==> src/rtl/jtframe_z80_pkg.sv <==
// Shared definitions for the Z80 interrupt controller.
//  - FSM state encodings (2-bit)
//  - IM0 RST opcode base and spurious-acknowledge vectors
//  - helpers that build the vector byte for a given mode/index
package jtframe_z80_pkg;

  localparam logic [1:0] ST_IDLE   = 2'd0;
  localparam logic [1:0] ST_ASSERT = 2'd1;
  localparam logic [1:0] ST_ACK    = 2'd2;

  localparam logic [7:0] IM0_RST_BASE = 8'hC7;
  localparam logic [7:0] IM0_SPUR     = 8'hFF;

  // IM2 table base with bit 0 forced low; also the IM2 spurious vector
  function automatic logic [7:0] im2_base(input logic [7:0] vbase);
    return {vbase[7:1], 1'b0};
  endfunction

  // Vector for an acknowledged source. IM2 addition wraps at 8 bits.
  function automatic logic [7:0] z80_vec(input int mode, input logic [7:0] vbase,
                                         input logic [2:0] idx);
    if (mode == 0) return IM0_RST_BASE | {2'b00, idx, 3'b000};
    else           return im2_base(vbase) + {4'b0000, idx, 1'b0};
  endfunction

  function automatic logic [7:0] spur_vec(input int mode, input logic [7:0] vbase);
    if (mode == 0) return IM0_SPUR;
    else           return im2_base(vbase);
  endfunction

endpackage

==> src/rtl/jtframe_z80_intprio.sv <==
// Combinational priority encoder, lowest index wins.
//  req : request vector
//  any : at least one request set
//  idx : index of the lowest set request (0 when none)
module jtframe_z80_intprio #(
  parameter int NSRC = 4
) (
  input  logic [NSRC-1:0] req,
  output logic            any,
  output logic [2:0]      idx
);

  always_comb begin
    any = |req;
    idx = 3'd0;
    // scan downward so the lowest set index is the last one written
    for (int i = NSRC-1; i >= 0; i--)
      if (req[i]) idx = 3'(i);
  end

endmodule

==> src/rtl/jtframe_z80_intctl.sv <==
// Z80 maskable-interrupt responder.
// Latches rising edges on irq, drives int_n while an enabled source is
// pending, and answers the CPU acknowledge cycle (M1 & IORQ low) with a
// vector byte on vec_dout/vec_oe, retiring the acknowledged source.
//  rst      : synchronous reset, active high
//  clk      : system clock
//  irq      : edge-triggered requests, bit 0 highest priority
//  mask     : 1 = source may assert int_n
//  clr      : one-clk software clear of pending bits
//  m1_n     : CPU M1
//  iorq_n   : CPU IORQ
//  int_n    : CPU INT pin (registered)
//  vec_dout : vector / RST opcode byte
//  vec_oe   : vec_dout must be muxed onto the CPU data bus
//  pending  : latched request status
module jtframe_z80_intctl
  import jtframe_z80_pkg::*;
#(
  parameter int         NSRC  = 4,
  parameter int         MODE  = 2,
  parameter logic [7:0] VBASE = 8'hE0
) (
  input  logic            rst,
  input  logic            clk,
  input  logic [NSRC-1:0] irq,
  input  logic [NSRC-1:0] mask,
  input  logic [NSRC-1:0] clr,
  input  logic            m1_n,
  input  logic            iorq_n,
  output logic            int_n,
  output logic [7:0]      vec_dout,
  output logic            vec_oe,
  output logic [NSRC-1:0] pending
);

  logic [NSRC-1:0] irq_l, edges, retire_bits;
  logic [1:0]      state, state_nx;
  logic            any, ack, retire, spur;
  logic [2:0]      win;

  assign ack   = !m1_n && !iorq_n;
  assign edges = irq & ~irq_l;

  jtframe_z80_intprio #(.NSRC(NSRC)) u_prio (
    .req (pending & mask),
    .any (any),
    .idx (win)
  );

  always_comb begin
    retire_bits = '0;
    for (int i = 0; i < NSRC; i++)
      retire_bits[i] = retire && (win == 3'(i));
  end

  // A CPU acknowledge always gets an answer: a real vector when an
  // enabled source is pending, otherwise the spurious one.
  always_comb begin
    state_nx = state;
    retire   = 1'b0;
    spur     = 1'b0;
    case (state)
      ST_IDLE: begin
        if (ack) begin
          state_nx = ST_ACK;
          spur     = 1'b1;
        end else if (any) begin
          state_nx = ST_ASSERT;
        end
      end
      ST_ASSERT: begin
        if (ack) begin
          state_nx = ST_ACK;
          retire   = any;
          spur     = !any;
        end else if (!any) begin
          state_nx = ST_IDLE;
        end
      end
      ST_ACK: begin
        if (iorq_n) state_nx = ST_IDLE;
      end
      default: state_nx = ST_IDLE;
    endcase
  end

  always_ff @(posedge clk) begin
    if (rst) begin
      irq_l    <= irq;  // a line already high at release is not an edge
      pending  <= '0;
      state    <= ST_IDLE;
      int_n    <= 1'b1;
      vec_oe   <= 1'b0;
      vec_dout <= 8'h00;
    end else begin
      irq_l   <= irq;
      // a new edge wins over any clear in the same clk
      pending <= edges | (pending & ~(clr | retire_bits));
      state   <= state_nx;
      int_n   <= state_nx != ST_ASSERT;
      vec_oe  <= state_nx == ST_ACK;
      if (retire) vec_dout <= z80_vec(MODE, VBASE, win);
      else if (spur) vec_dout <= spur_vec(MODE, VBASE);
    end
  end

endmodule

==> config.mk <==
export PLATFORM = sky130hd
export DESIGN_NAME = jtframe_z80_intctl
export DESIGN_NICKNAME = d
export VERILOG_FILES = /design/src/rtl/jtframe_z80_pkg.sv /design/src/rtl/jtframe_z80_intprio.sv /design/src/rtl/jtframe_z80_intctl.sv
export SDC_FILE = /design/constraint.sdc
export NUM_CORES = 1
export LEC_CHECK = 0
export ABC_AREA = 1
export CORE_AREA = 2 2 47 49
export CTS_CLUSTER_DIAMETER = 120
export DETAILED_ROUTE_END_ITERATION = 10
export DIE_AREA = 0 0 49 51
export GPL_ROUTABILITY_DRIVEN = 0
export HOLD_SLACK_MARGIN = 0.02
export PLACE_DENSITY = 0.82
export SYNTH_ARGS = -nofsm -noshare
export SYNTH_HDL_FRONTEND = slang
export SYNTH_SLANG_ARGS = --single-unit
==> constraint.sdc <==
create_clock -name clk -period 1 [get_ports clk]
set_clock_uncertainty 0.05 [all_clocks]
set_input_delay 0.25 -clock clk [delete_from_list [all_inputs] [get_ports clk]]
set_output_delay 0.25 -clock clk [all_outputs]
set_load 0.005 [all_outputs]
Word level (Yosys, flattened, before mapping)
Index checks and enable logic that the tools add are counted.

Register bits after elaboration: 20. Bits in latches: 0. Bits in writable memories: 0. Memory bits (read-only): 0. Input bits: 16. Output and inout port bits: 14. Logic and storage cells: 50. Memories kept: 0.

$add $sub $neg: 1. Multiply operators: 0. Divide/modulo/power cells: 0. Magnitude comparators: 0. Eq/ne operators: 7. Shift operators: 0. Multiplexer cells: 17. Bitwise gates (word level): 7. Reduce and logical (&&, ||, !) cells: 12.

Operator list (count): 2-to-1 mux 2 bit (9); 2-to-1 mux 8 bit (2); bitwise AND 4 bit (3); NOT 4 bit (2); OR 4 bit (2); adder 6 x 5 -> 7 bit, first input constant (1); == test 3 x 2 -> 1 bit, second input constant (2); one-hot mux 2 bit (3 select lines) (1); logical AND 1 bit (5); == test 2 bit, second input constant (2); 2-to-1 mux 1 bit (4); OR reduction 4 bit (1); == test 3 x 1 -> 1 bit, second input constant (1); logical NOT 1 bit (3); logical NOT 3 bit (1); == test 2 x 1 -> 1 bit, second input constant (1); logical NOT 2 bit (1); != test 2 x 1 -> 1 bit, second input constant (1); one-hot mux 1 bit (2 select lines) (1); nonzero test 2 bit (1).

Depth between registers and ports, before layout
Depth after elaboration: 11. Depth in mapped cells: 8. Gate-level depth less buffers: 8.

Modules after synthesis
From an unflattened synthesis, not the netlist that was laid out.

Cells, all modules: 98. Area total of the unflattened synthesis: 705.7 µm².

By module, submodules not included: jtframe_z80_intctl (instances 1, cells each 87, area an instance 648.1 µm², seq. area each 320.3 µm²); jtframe_z80_intprio (instances 1, cells each 11, area an instance 57.6 µm², seq. area each 0.0 µm²).

Least setup slack after synthesis
No wires, ideal clock.

Path type: reg2reg. Start: register pending[0]. End: register pending[3]. Library setup time: 0.117 ns. Arrival: 0.876 ns. Required time: 0.833 ns. Setup slack: -0.043 ns. Cell stages (with the launch flop): 9. Path buffers: 0. Clock period less this slack: 1.043 ns. Cells stage by stage: dfxtp_1 -> nand2_2 -> nand2_2 -> inv_2 -> nand2_1 -> nor2_2 -> nand2_1 -> nand3_1 -> a21oi_1.

Longest elaborated chain between the ends: 9. Elaborated cells between the ends (all ways): 11. Classes of those cells: eq/ne (1); mux (3); bitwise (5); reduce/logical (2).

Ends and longest elaborated chain: start: declaration (line jtframe_z80_intctl.sv:33) `output logic [NSRC-1:0] pending`; start signal: assignment (line jtframe_z80_intctl.sv:98) `pending <= edges | (pending & ~(clr | retire_bits));`; bitwise AND 4 bit (*) (line jtframe_z80_intctl.sv:45) `.req (pending & mask),`; OR reduction 4 bit (line jtframe_z80_intprio.sv:14) `any = |req;`; 2-to-1 mux 1 bit (line jtframe_z80_intctl.sv:72) `if (ack) begin`; 2-to-1 mux 1 bit (line jtframe_z80_intctl.sv:62) `case (state)`; logical AND 1 bit (*) (line jtframe_z80_intctl.sv:53) `retire_bits[i] = retire && (win == 3'(i));`; OR 4 bit (*) (line jtframe_z80_intctl.sv:98); NOT 4 bit (*) (line jtframe_z80_intctl.sv:98); bitwise AND 4 bit (*) (line jtframe_z80_intctl.sv:98); OR 4 bit (*) (line jtframe_z80_intctl.sv:98).

Mark *: on every way between the ends. The rest lies on a longest branch, timed or not. A chain may end at the register's enable or synchronous reset.

Worst setup path after layout
Start: register pending[3]. End: output port pending[3].

No word-level cell between the ends.

==> out/summary.txt <==
post-synth top area cell: dfxtp_1
setup violators final: 19
top post-synthesis cells by area: dfxtp_1 (45%), nand2_1 (8.4%), inv_1 (7.3%), buf_4 (6.7%), nand2_2 (5.6%)
M1 GR Usage: 16.30%
Sw Pwr: 348.9 uW
crit path time final: 1.154 ns
WL/cell: 11.53 um
Clk pin slew, worst setup/hold paths: 0.09 ns
PwrDens: 1120 nW/um2
fillcell total: 186
final worst slack: -0.1540 ns
routed wire length: 1799 um
Worst setup SP type: flip-flop
internal power: 929.5 uW
total CTS buffers: 3
Core ar.: 2063 um2
Mapped Area: 670.6 um2
met3 GRT Util: 4.094%
Pins Over Slew Limit: 0
clock group share of total power: 27.9%
DP HPWL: 1148 um
Die Area: 2499 um2
slowest stage delay, CP: 0.33 ns
highest-count cells in the layout ignoring fill and taps: inv_1 (11), buf_4 (11), nand2_1 (9), clkdlybuf4s50_1 (9)
Seq/Total Area, Yosys: 44.78%
H-tree levels: 1
vias per cell: 4.192
Final #Nets: 145
combinational share of power: 21.5%
Synth Warn #: 0
maximum clock rate: 0.8666 GHz
Crit path buffers/inverters: 2
r2r endpoint: vec_dout[2]
total of max-cap violations: 0
RSZ-0062 raised after global routing: yes
min-delay src: irq[3]
Die Y: 51 um
worst reg-to-reg path cell count: 9
Fin Setup TNS: -1.554 ns
num rows: 17
Cell Chain, Critical Path: buf_4 -> buf_6
final hold viol count: 0
Starting Density: 32.50%
vias in the first global route: 711
Synth Register Bits: 15
critical path's slowest cell: dfxtp_2
R2R Setup Slk: -0.14 ns
layout cells sized above 1: 51.56%
failing checks: setup timing
Sw Ratio: 27.29%
clk root buf: clkbuf_4
Netlist cell types: 19
Clock Sinks: 15
DRT iter0 DRCs: 2
n_diodes: 0
Worst Hold Depth: 1
die width: 49 um
CTS Buffer Depth: 2
Port Buffer Count: 26
Yosys top cell area share: 44.78%
initial antenna violation count: 0
Leakage: 0.0005515 uW
critical path arrival: 0.85 ns
GRT Residual Overflow: 0
Max FO, Critical Path: 2
worst setup path class: flip-flop to primary output
status: finished with violations
Worst Setup End Kind: primary output
largest net degree at the start of global routing: 10
Hold WS: 0.3787 ns
Hold Path End: irq_l[3]
peak supply drop: 518.3 uV
Synth Area per Inst: 7.709 um2
worst r2r src: pending[0]
area delta synth->final: 70.15%
first-pass GRT wire length: 2987 um
clock latency on the worst-skew pair: 0.29 ns
largest delay contributor family on the critical path: flip-flops
Top-Level Pins: 30
dpl cell area: 982.2 um2
drt drc: 0
Top Usage Layer GRT: met2
GRT Total Usage: 15.78%
CTS tree: built
DRT antenna net count: 0
Final Util: 55.31%
sequential share of power: 50.6%
WP data required: 0.70 ns
cells after synthesis: 87
via count: 654
DR pass1 iterations: 3
min-delay worst type: input pin to flip-flop
crit share post-route: 115.4%
met2 usage: 27.17%
design area: 1141 um2
[synthesized netlist by cell type]
master    instances
o21ai_0           1
conb_1            1
a21oi_1           6
a21oi_2           1
nor4_4            1
nand2_4           1
a21boi_0          1
nor2_2            2
inv_1            13
o21a_1            1
nor2_1            8
nand2_1          15
nand3_2           1
clkinv_1          1
nand3_1           4
dfxtp_1          15
buf_4             6
inv_2             3
nand2_2           6
[per-layer routing]
metal / routed length, um / vias to the layer above
met5: 0 / -
met4: 36 / 0
met3: 70 / 5
met2: 1001 / 18
met1: 691 / 295
li1: - / 336
[what timing repair did]
item	in CTS	in global routing
endpoints found under the setup margin	20	19
hold buffers	0	0
pin swaps	8	5
setup buffers	7	2
resized for setup	75	11
[cell type report]
type / instances / area, um2 / area share (%)
clock buffer: 4 / 26.28 / 2.303
inverter: 17 / 67.56 / 5.921
multi-input combinational: 51 / 351.6 / 30.81
sequential: 15 / 310.3 / 27.19
tap: 28 / 35.03 / 3.070
timing repair buffer: 41 / 350.3 / 30.70
[sequential cells by signal (all words and copies together) (netlist names)]
register,flops
state,2
irq_l,4
vec_oe,1
int_n,1
pending,4
vec_dout,3
[kinds of logic (layout without fill, tap and decap cells)]
family	Yosys count	after routing	share of synthesized area, %
AOI/OAI and AO/OA	10	10	8.769
DFF	15	15	44.78
other	1	3	0.5592
and+or+nand+nor	38	38	29.66
buffers and inverters	23	62	16.23
[power by group through the flow]
| stage | registers (uW) | logic (uW) | clock network (uW) |
|---|---|---|---|
| floorplan | 661 | 105 | 0 |
| global placement | 659 | 216 | 0 |
| detailed placement | 660 | 220 | 0 |
| CTS | 645 | 245 | 357 |
| global route | 651 | 297 | 395 |
| finish | 647 | 275 | 357 |
[how the worst max path moves through the flow]
stage	cells past startpoint	to	slack, ns	startpoint
after floorplan	8	pending[3]	-0.008	pending[0]
after global placement	9	pending[2]	-0.50	iorq_n
after detailed placement	9	pending[2]	-0.54	m1_n
after CTS	9	vec_dout[2]	-0.16	pending[1]
after global routing	9	pending[2]	-0.22	pending[1]
final	2	pending[3]	-0.15	pending[3]
[stage by stage]
step / setup WS (ns) / cells / total power (uW)
2_1_floorplan: -0.008153 / 89 / 765.7
3_3_place_gp: -0.5047 / 143 / 874.3
3_5_place_dp: -0.5445 / 143 / 880.0
4_1_cts: -0.1610 / 154 / 1247
5_1_grt: -0.2228 / 156 / 1344
6_report: -0.1540 / 156 / 1278
Note: power is estimated with default switching activity, not from simulation.
